`src/rtl/boot_loader.sv`:
```
// Framed byte-stream program loader: assembles little-endian words into instruction memory
// and holds the CPU in reset until a complete frame with a matching XOR checksum is stored.
//
// state   | meaning
// --------+-----------------------------------------------------------
// IDLE    | hunting for 0xA5 magic; other bytes discarded
// LEN0    | capturing word count low byte
// LEN1    | capturing word count high byte, range check
// DATA    | collecting the four bytes of the next word
// WRITE   | one-cycle imem write pulse, byte input stalled
// CSUM    | comparing received checksum to accumulator
// DONE    | image accepted, CPU released, input ignored until reset
// ERROR   | frame rejected, waiting for a new 0xA5
module boot_loader #(
    parameter int          ADDR_WIDTH = 10,
    parameter logic [31:0] BASE_ADDR  = 32'h0000_0000
) (
    input  logic        clk,
    input  logic        reset,
    input  logic [7:0]  rx_data,
    input  logic        rx_valid,
    output logic        rx_ready,
    output logic        imem_we,
    output logic [31:0] imem_addr,
    output logic [31:0] imem_wdata,
    output logic        cpu_reset,
    output logic        load_done,
    output logic        load_error,
    output logic [15:0] words_loaded
);

    typedef enum logic [2:0] {
        S_IDLE, S_LEN0, S_LEN1, S_DATA, S_WRITE, S_CSUM, S_DONE, S_ERROR
    } state_t;

    localparam logic [16:0] MAX_WORDS = 17'(1) << ADDR_WIDTH;

    state_t      state_q, state_d;
    logic [15:0] count_q, count_d;
    logic [15:0] word_idx_q, word_idx_d;
    logic [1:0]  byte_idx_q, byte_idx_d;
    logic [7:0]  csum_q, csum_d;
    logic [23:0] word_q, word_d;
    logic [31:0] addr_q, addr_d;
    logic [31:0] wdata_q, wdata_d;
    logic        accept;

    assign accept = rx_valid && rx_ready;

    always_ff @(posedge clk or posedge reset) begin
        if (reset) begin
            state_q    <= S_IDLE;
            count_q    <= '0;
            word_idx_q <= '0;
            byte_idx_q <= '0;
            csum_q     <= '0;
            word_q     <= '0;
            addr_q     <= '0;
            wdata_q    <= '0;
        end else begin
            state_q    <= state_d;
            count_q    <= count_d;
            word_idx_q <= word_idx_d;
            byte_idx_q <= byte_idx_d;
            csum_q     <= csum_d;
            word_q     <= word_d;
            addr_q     <= addr_d;
            wdata_q    <= wdata_d;
        end
    end

    always_comb begin
        state_d    = state_q;
        count_d    = count_q;
        word_idx_d = word_idx_q;
        byte_idx_d = byte_idx_q;
        csum_d     = csum_q;
        word_d     = word_q;
        addr_d     = addr_q;
        wdata_d    = wdata_q;
        case (state_q)
            S_IDLE, S_ERROR: begin
                if (accept && rx_data == 8'hA5) begin
                    state_d    = S_LEN0;
                    csum_d     = '0;
                    byte_idx_d = '0;
                    word_idx_d = '0;
                end
            end
            S_LEN0: begin
                if (accept) begin
                    count_d[7:0] = rx_data;
                    state_d      = S_LEN1;
                end
            end
            S_LEN1: begin
                if (accept) begin
                    count_d[15:8] = rx_data;
                    if ({rx_data, count_q[7:0]} == 16'd0)
                        state_d = S_CSUM;
                    else if ({1'b0, rx_data, count_q[7:0]} > MAX_WORDS)
                        state_d = S_ERROR;
                    else
                        state_d = S_DATA;
                end
            end
            S_DATA: begin
                if (accept) begin
                    csum_d     = csum_q ^ rx_data;
                    byte_idx_d = byte_idx_q + 2'd1;
                    case (byte_idx_q)
                        2'd0: word_d[7:0]   = rx_data;
                        2'd1: word_d[15:8]  = rx_data;
                        2'd2: word_d[23:16] = rx_data;
                        default: begin
                            // Address and data are registered here so they are stable for the whole WRITE cycle.
                            wdata_d = {rx_data, word_q};
                            addr_d  = BASE_ADDR + {14'd0, word_idx_q, 2'b00};
                            state_d = S_WRITE;
                        end
                    endcase
                end
            end
            S_WRITE: begin
                word_idx_d = word_idx_q + 16'd1;
                state_d    = (word_idx_q == count_q - 16'd1) ? S_CSUM : S_DATA;
            end
            S_CSUM: begin
                if (accept)
                    state_d = (rx_data == csum_q) ? S_DONE : S_ERROR;
            end
            S_DONE: ;
            default: state_d = S_IDLE;
        endcase
    end

    assign rx_ready     = (state_q != S_WRITE);
    assign imem_we      = (state_q == S_WRITE);
    assign imem_addr    = addr_q;
    assign imem_wdata   = wdata_q;
    assign cpu_reset    = (state_q != S_DONE);
    assign load_done    = (state_q == S_DONE);
    assign load_error   = (state_q == S_ERROR);
    assign words_loaded = word_idx_q;

endmodule

```
`config.mk`:
```
export PLATFORM = sky130hd
export DESIGN_NAME = boot_loader
export DESIGN_NICKNAME = d
export VERILOG_FILES = /design/src/rtl/boot_loader.sv
export SDC_FILE = /design/constraint.sdc
export NUM_CORES = 1
export LEC_CHECK = 0
export BUFFER_PORTS_ARGS = -buffer_cell sky130_fd_sc_hd__buf_2
export CAP_MARGIN = 20
export CORE_UTILIZATION = 45
export CTS_BUF_LIST = sky130_fd_sc_hd__clkbuf_2 sky130_fd_sc_hd__clkbuf_4 sky130_fd_sc_hd__clkbuf_8
export CTS_CLUSTER_SIZE = 24
export DETAILED_ROUTE_END_ITERATION = 7
export GPL_ROUTABILITY_DRIVEN = 0
export GPL_TIMING_DRIVEN = 0
export PLACE_DENSITY_LB_ADDON = 0.2
export SLEW_MARGIN = 20
export SYNTH_ARGS = -nofsm -noshare
export SYNTH_HDL_FRONTEND = slang
export SYNTH_SLANG_ARGS = --single-unit
```
`constraint.sdc`:
```
create_clock -name clk -period 3.6 [get_ports clk]
set_input_delay 0.36 -clock clk [delete_from_list [all_inputs] [get_ports clk]]
set_output_delay 0.36 -clock clk [all_outputs]
set_load 0.03 [all_outputs]
```
Yosys cells after proc, flatten, opt, wreduce, memory -nomap -nowiden
Cells that the tools add are included.
- register bits after elaboration: 117
- bits of input ports: 11
- output and inout port bits: 85
- logic and storage cells: 75
- add/sub/neg operators: 3
- magnitude comparators: 1
- eq/ne operators: 20
- muxes and demuxes: 19
- bitwise operators: 2
- reduce and logical (&&, ||, !) cells: 19
- operators by type and width (operator ; number):
    one-hot mux 16 bit (2 select lines) ; 1
    2-to-1 mux 3 bit ; 9
    one-hot mux 3 bit (6 select lines) ; 1
    adder 16 x 1 -> 16 bit (second input constant) ; 1
    == test 16 bit ; 1
    > comparator 16 x 11 -> 1 bit (second input constant) ; 1
    logical NOT 16 bit ; 1
    2-to-1 mux 16 bit ; 1
    2-to-1 mux 8 bit ; 2
    one-hot mux 8 bit (2 select lines) ; 1
    subtractor 16 x 1 -> 16 bit (second input constant) ; 1
    AND reduction 3 bit ; 5
    == test 3 bit (second input constant) ; 4
    != test 2 bit (second input constant) ; 6
    == test 8 bit ; 1
    == test 8 bit (second input constant) ; 1
    XOR 8 bit ; 1
    AND reduction 7 bit ; 1
    == test 3 x 2 -> 1 bit (second input constant) ; 2
    != test 3 bit (second input constant) ; 2
    AND reduction 2 bit ; 3
    nonzero test 6 bit ; 1
    2-to-1 mux 2 bit ; 2
    one-hot mux 2 bit (2 select lines) ; 1
    other kinds (12) ; 14

Depth between registers and ports, before layout
Gate-level depths: netlist of the first run.
- word-level depth: 5
- mapped depth: 8
- gate-level depth less buffers: 8

Worst setup path after synthesis of the first run
Ideal clock, no wire load.
- path kind: flip-flop to flip-flop
- start: register word_idx_q[8] (netlist: words_loaded[8])
- end: register state_q[1]
- library setup time: 124 ps
- arrival time: 1968 ps
- data required time: 3476 ps
- slack: 1508 ps
- stages on the path, launching flop included: 7
- path buffers: 1
- path through: dfrtp_1 clkbuf_1 or3b_2 o311a_1 o21ai_0 o2111ai_1 a211o_1
- cells in the longest elaborated chain, start to end: 3
- ends and longest elaborated chain (element ; RTL line ; text):
    start: declaration ; 40 ; logic [15:0] word_idx_q, word_idx_d;
    start signal: assignment ; 63 ; word_idx_q <= word_idx_d;
    == test 16 bit ; 126 ; state_d = (word_idx_q == count_q - 16'd1) ? S_CSUM : S_DATA;
    2-to-1 mux 3 bit ; 126 ;
    one-hot mux 3 bit (6 select lines) ; 81 ; case (state_q)
    end signal: assignment ; 61 ; state_q <= state_d;
    end: declaration ; 38 ; state_t state_q, state_d;
Every way passes these cells.
A chain may end at the register's enable or synchronous reset.

Worst setup path in the final report of the first run
- start: register count_q[0]
- end: register state_q[1]
- cells in the longest elaborated chain, start to end: 4
- elaborated cells on any way between the ends: 7
- ends and longest elaborated chain (element ; RTL line ; text):
    start: declaration ; 39 ; logic [15:0] count_q, count_d;
    start signal: assignment ; 62 ; count_q <= count_d;
    subtractor 16 x 1 -> 16 bit / logical NOT 16 bit (equally long branches) ; 126, 99 ;
    == test 16 bit / 2-to-1 mux 3 bit (equally long branches) ; 126, 99 ;
    2-to-1 mux 3 bit (on tied branches) ; 126, 97 ;
    one-hot mux 3 bit (6 select lines) * ; 81 ;
Mark *: on every way between the ends. The rest lies on a longest branch, timed or not. The select of a mux whose other input is x is not followed.

==> out/results.ini, run 1 <==
[sta]
worst_slack_ns=1.14
max_freq_mhz=407
slew_viol_final=0
hold_viol=0
rsz0062_at_grt=false
tightestPinTransition_ns=0.690
finClkSkew_ns=0.00924
min_period_ns=2.46
min_period_over_period_pct=68.2
setup_viol=0
fin_setup_tns_ns=0
relSlewSlack_pct=53.7

[pwr]
p_seq_share_pct=37.3
p_per_area_nw_per_um2=908
power_frac_clock_pct=20.3
finalPower_uw=6150
swShare_pct=42.3
switchingPower_uw=2600
cell_internal_pwr_uw=3550
combPwrFrac_pct=42.4
leakage_uw=0.00324
vdd.ir_drop.worst_mv=0.457

[logic_synthesis]
yosysTopAreaCellShare_pct=51.6
ys_seq_elements=117
yosysWarningCount=0
yosys-top-cells-area=dfrtp_1 (52%), mux2_2 (16%), o21ai_0 (3.3%)
ys_seq_area_share_pct=51.6
synth_cells=509
synth_flop_cell=dfrtp_1
synth_area_per_cell_um2=11.1
yosysTopAreaCell=dfrtp_1
synth-async-reset-ratio_pct=100
ys_types=53
synth_edf_count=0
syn_area_um2=5670

[final_layout]
fin_util_pct=55.7
drive_gt1_share_pct=34.7
nNetsFinal=638
areaGrowthSynthToFinish_pct=19.5
n_antenna_cell=0
fill_cells=1076
final_cells=802

[drt]
wl_per_cell_um=15.6
drtAntennaViolNets=0
wl_um=12500
avgViaCountPerCell=5.21
remaining_drc_errors=0
dr.pass1.iters=4
dr.first_iter.drc_count=226
num_vias=4181

[placed_design]
port-buffer-count=76
placedCellCount=769
post-place-ws_ns=0.918
post-dp-hpwl_um=8650

[floorplanning]
die_area_um2=13100
rows=40
ios=96
die_w_um=114
die_y_um=114
core_region_area_um2=12200
initial_core_util_pct=46.6

[cts]
htree_levels=4
cts_buffer_depth=2
cts_resized=0
cts_tree=yes
cts_made_buffers=17
clk_latency_ns=0.45
clk_pin_slew_ns=0.07
cts_sinks=117
clk_root_buffer_cell=clkbuf_8

[grt]
grt_usage_pct=21.0
antenna_found_initial=0
grt_pass1_wl_um=20600
grt_max_degree=77
grt_pass1_vias=4075
grt-ovfl-total=0

[critical_path]
critPathArrivalTime_ns=2.79
critPathKind=register to register
reg2reg_depth=6
endpoint_kind=register
cp-start-kind=register
crit_fanout=7
required_ns=3.93

[hold_path]
holdPathStages=3
hold_path.class=input port to register

[status]
status=finished, final reports clean

[flow_run]
drv_cap=0

final cells by class:
type	count	area (um2)	area share [%]
Sequential cell	117	2930	43.2
Multi-Input combinational cell	346	2500	36.9
Timing Repair Buffer	78	418	6.17
Clock buffer	18	248	3.66
Buffer	46	244	3.60
Tap cell	168	210	3.10
Clock inverter	14	166	2.46
Inverter	15	61.3	0.905
cells by family (layout without fill, tap and decap cells):
group	Yosys count	in the layout	share of synthesized area, %
compound gates	71	71	7.70
xor+xnor	22	22	3.40
fa+ha+maj	6	6	1.32
buf+inv	61	171	5.30
flops	117	117	51.6
mux	87	87	17.2
other cells	1	16	0.0661
simple gates	144	144	13.4
timing repair:
action                     CTS  global route
setup endpoints to repair    0             0
hold endpoints to repair    41             0
hold buffers                 1             0
buffers inserted             0             0
cells in the mapped netlist (3+ instances only):
| master | instances |
|---|---|
| nor4_2 | 3 |
| mux2i_1 | 5 |
| nor2b_1 | 6 |
| and3_1 | 7 |
| and2_1 | 3 |
| xnor2_1 | 11 |
| nor3_1 | 10 |
| nand3_1 | 19 |
| nand2_1 | 42 |
| inv_1 | 14 |
| xor2_1 | 11 |
| o31a_1 | 4 |
| or3_1 | 4 |
| a21oi_1 | 9 |
| o31ai_1 | 3 |
| nand4_1 | 9 |
| o21ai_0 | 37 |
| clkbuf_1 | 23 |
| mux2_2 | 82 |
| ha_1 | 6 |
| buf_1 | 3 |
| nor2_1 | 23 |
| buf_2 | 3 |
| nand2b_1 | 8 |
| dfrtp_1 | 117 |
| buf_4 | 16 |
layout by cell type (no fill, tap or decap), types with 2 or more instances in the layout:
cell / n
a21oi_1: 9
a311oi_1: 2
and2_1: 3
and3_1: 7
buf_1: 3
buf_2: 79
buf_4: 16
bufinv_16: 2
clkbuf_1: 23
clkbuf_8: 18
clkinv_4: 4
conb_1: 16
dfrtp_1: 117
ha_1: 6
inv_1: 13
inv_6: 7
mux2_2: 82
mux2i_1: 5
nand2_1: 42
nand2b_1: 8
nand3_1: 19
nand4_1: 9
nor2_1: 23
nor2b_1: 6
nor3_1: 10
nor3_2: 2
nor4_1: 2
nor4_2: 3
o21ai_0: 37
o21ai_1: 2
o31a_1: 4
o31ai_1: 3
or3_1: 4
xnor2_1: 11
xor2_1: 11
worst paths after layout:
check                                        endpoint                       start  slack, ns
setup / recovery               state_q[1]$_DFFE_PP0P_      count_q[0]$_DFFE_PP0P_       1.14
hold / removal                 count_q[0]$_DFFE_PP0P_                  rx_data[0]       0.29
setup reg to reg               state_q[1]$_DFFE_PP0P_      count_q[0]$_DFFE_PP0P_       1.14
hold reg to reg            imem_wdata[24]$_DFFE_PP0P_  imem_wdata[24]$_DFFE_PP0P_       0.48
max in group asynchronous   imem_addr[17]$_DFFE_PP0P_                       reset       2.45
min in group asynchronous    imem_addr[3]$_DFFE_PP0P_                       reset       0.46
through the flow:
stage                     hold WS, ns  area (um2)
after floorplan                 0.446        5730
after global placement          0.457        6320
after detailed placement        0.396        6350
after CTS                       0.255        6770
after global routing            0.285        6770
final                           0.292        6770
worst max-delay path, stage by stage, from the launching register on:
cell and delay [ns]:
dfrtp_1 0.40, nor3_1 0.60, nand4_1 0.25, a2111o_1 0.42, nor4_2 0.14, o2111ai_1 0.23
a211o_1 0.31
registers in the layout, indices dropped and copies added, names as in the netlist:
name,flops
byte_idx_q,2
count_q,16
csum_q,8
imem_addr,16
imem_wdata,32
state_q,3
word_q,24
words_loaded,16
routing by layer:
layer	vias to the layer above	global-route usage [%]	wire length [um]
met4	0	10.0	277
met3	24	5.08	575
met1	2052	26.5	5590
li1	1991	-	-
met5	-	0	0
met2	114	34.1	6060
power groups by stage:
stage | Clock [uW] | Combinational, uW | Sequential, uW
global route | 1340 | 2850 | 2380
finish | 1250 | 2610 | 2300
floorplan | 0 | 1390 | 2840
CTS | 1280 | 2630 | 2300
global placement | 0 | 2560 | 2290
detailed placement | 0 | 2620 | 2320
No activity file was read; power rests on OpenSTA's default activity.
==> run 2: changes to the inputs <==
==> constraint.sdc (replaced) <==
create_clock -name clk -period 2.3 [get_ports clk]
set_input_delay 0.23 -clock clk [delete_from_list [all_inputs] [get_ports clk]]
set_output_delay 0.23 -clock clk [all_outputs]
set_load 0.03 [all_outputs]
==> run 2 against run 1 <==
Against the previous run: core utilization up 0.84 points; worst setup slack worse by 1.1 ns; largest cell class unchanged; count of clock-buffer cells in the layout shrank 1; routed wire length rose by 3.0%; power rose by 58%; die area unchanged; hold slack got worse by 0.16 ns; clock power is 49% higher; clock skew is 0.0013 ns lower; first-iteration DRC count decreased by 15%.
==> out/results.ini, run 2 (same netlist as run 1, synthesis figures left out) <==
[final_layout]
largest_reg_flops=32  ; unchanged
nNetsFinal=641  ; +0.47%
multiInputGateArea_um2=2570  ; +3.1%
fin_area_um2=6880  ; +1.5%
seqCellArea_um2=2930  ; about the same
drive_gt1_share_pct=37.0  ; +2.3 points
areaGrowthSynthToFinish_pct=21.3
n_antenna_cell=0  ; unchanged
layout_commonest_cell=dfrtp_1
final_cell_mix=dfrtp_1 (116), mux2_2 (82), buf_2 (79)
final_cells=805  ; +0.37%
fill_cells=1052  ; -2.2%

[drt]
dr.first_iter.drc_count=191  ; -15%
wl_per_cell_um=16.0  ; +2.6%
drtAntennaViolNets=0  ; unchanged
wl_um=12900  ; +3.0%
remaining_drc_errors=0  ; unchanged
avgViaCountPerCell=5.27  ; +1.1%
dr.pass1.iters=4  ; unchanged
num_vias=4242  ; +1.5%

[floorplanning]
die_area_um2=13100  ; unchanged
die_y_um=114  ; unchanged
initial_core_util_pct=46.6  ; unchanged
rows=40  ; unchanged
core_region_area_um2=12200  ; unchanged
ios=96  ; unchanged
die_w_um=114  ; unchanged

[placed_design]
post-dp-hpwl_um=8870  ; +2.6%
dpl_cell_area_um2=6380  ; +0.49%
port-buffer-count=76  ; unchanged
placedCellCount=771  ; +0.26%

[cts]
cts_made_buffers=17  ; unchanged
clk_pin_slew_ns=0.08  ; about the same
htree_levels=4  ; unchanged
clk_latency_ns=0.45  ; about the same
cts_tree=yes
clk_root_buffer_cell=clkbuf_8
cts_buffer_depth=2  ; unchanged
cts_sinks=117  ; unchanged

[grt]
grt_usage_pct=21.1  ; +0.12 points
grt_pass1_wl_um=20900  ; +1.1%
grt-ovfl-total=0  ; unchanged
grt_pass1_vias=4106  ; +0.76%
antenna_found_initial=0  ; unchanged
grt_max_degree=37  ; -52%

[sta]
relSlewSlack_pct=54.8  ; +1.1 points
max_freq_mhz=442  ; +8.6%
setup_viol=0  ; unchanged
tightestPinTransition_ns=0.678  ; -0.0115 ns
whs_ns=0.133  ; -0.159 ns
rsz0062_at_grt=true
slew_viol_final=0  ; unchanged
hold_viol=0  ; unchanged
finClkSkew_ns=0.00794  ; -0.00130 ns
min_period_ns=2.26  ; -0.194 ns
min_period_over_period_pct=98.4  ; +30 points

[critical_path]
required_ns=2.64  ; -1.29 ns
max_stage_delay_ns=0.44  ; -0.16 ns
cp_cell_sequence=buf_2 -> nor4_4 -> nand4_1 -> a2111o_1 -> nor4_4 -> o2111ai_2 -> a211o_1
critPathKind=register to register
cp-start-kind=register
crit_buf_inv=1  ; +1
cp_slowest_cell=a2111o_1
crit_family=compound AO/OA/AOI/OAI gates
critPathArrivalTime_ns=2.60  ; -0.19 ns
crit_fanout=7  ; unchanged
endpoint_kind=register
cp_common_cell=nor4_4

[hold_path]
hold_path.class=input port to register

[pwr]
p_per_area_nw_per_um2=1410  ; +56%
leakage_uw=0.00326  ; +0.48%
vdd.ir_drop.worst_mv=0.706  ; +54%

[flow_run]
drv_cap=0  ; unchanged

[status]
status=finished, final reports clean

==> run 2: changes by cell type in the layout (fill, tap and decap cells not counted), moves of 2 or more <==
cell / delta
nor2b_2: +2
nor2b_1: -2
clkbuf_1: -3
buf_4: +2
nor4_2: -3
buf_12: +3
clkbuf_2: +3
nor4_4: +3
clkinv_2: +3
inv_6: -5
clkinvlp_4: +4
==> run 2: path summary, 6_finish.rpt <==
| path | start | endpoint | slack [ns] | cells after the start |
|---|---|---|---|---|
| worst min-delay path | rx_data[0] | count_q[0]$_DFFE_PP0P_ | 0.13 | 3 |
| max in group asynchronous | reset | word_q[17]$_DFFE_PP0P_ | 1.11 | 5 |
| min in group asynchronous | reset | imem_addr[2]$_DFFE_PP0P_ | 0.40 | 3 |
| worst max-delay path | count_q[4]$_DFFE_PP0P_ | state_q[1]$_DFFE_PP0P_ | 0.04 | 7 |
| worst max register to register | count_q[4]$_DFFE_PP0P_ | state_q[1]$_DFFE_PP0P_ | 0.04 | 7 |
| worst min register to register | imem_addr[5]$_DFFE_PP0P_ | imem_addr[5]$_DFFE_PP0P_ | 0.49 | 2 |
==> run 2: area by class of cell <==
class | instances | share of cell area, %
Inverter | 15 | 0.874
Clock inverter | 15 | 2.29
Clock buffer | 17 | 3.40
Sequential cell | 117 | 42.6
Multi-Input combinational cell | 346 | 37.5
Tap cell | 168 | 3.06
Buffer | 45 | 3.55
Timing Repair Buffer | 82 | 6.77
==> run 2: metal layers <==
layer	global-route usage, %	part of all wire, %
met5	0	0
met4	8.23	1.7
met3	5.35	5.8
met2	35.8	49
met1	26.0	43
==> run 2: timing repair <==
action,in CTS,in global routing
pin swaps,0,0
resized for setup,10,9
setup buffers,0,2
hold buffers,1,0
endpoints found under the setup margin,26,33
hold endpoints to repair,25,0
==> run 2: stage by stage <==
stage	setup WS (ns)	setup TNS (ns)	util (%)	total power, uW
final	0.0377	0	56.5	9720
after floorplan	0.208	0	-	6620
after detailed placement	-0.263	-5.02	52.5	7740
after CTS	0.00647	0	56.2	9720
after global placement	-0.173	-11.46	52.0	7580
after global routing	-0.100	-0.100	56.5	10400
==> run 2: report_power, final <==
part	internal, uW	leakage, uW	switching (uW)
Combinational	1660	0.00161	2570
Sequential	2950	0.00146	683
Clock	965	0.000188	895
==> run 2: worst register-to-register path: stages (launching register included) <==
cell,delay [ns]
dfrtp_1,0.36
buf_2,0.17
nor4_4,0.34
nand4_1,0.19
a2111o_1,0.44
nor4_4,0.16
o2111ai_2,0.20
a211o_1,0.29
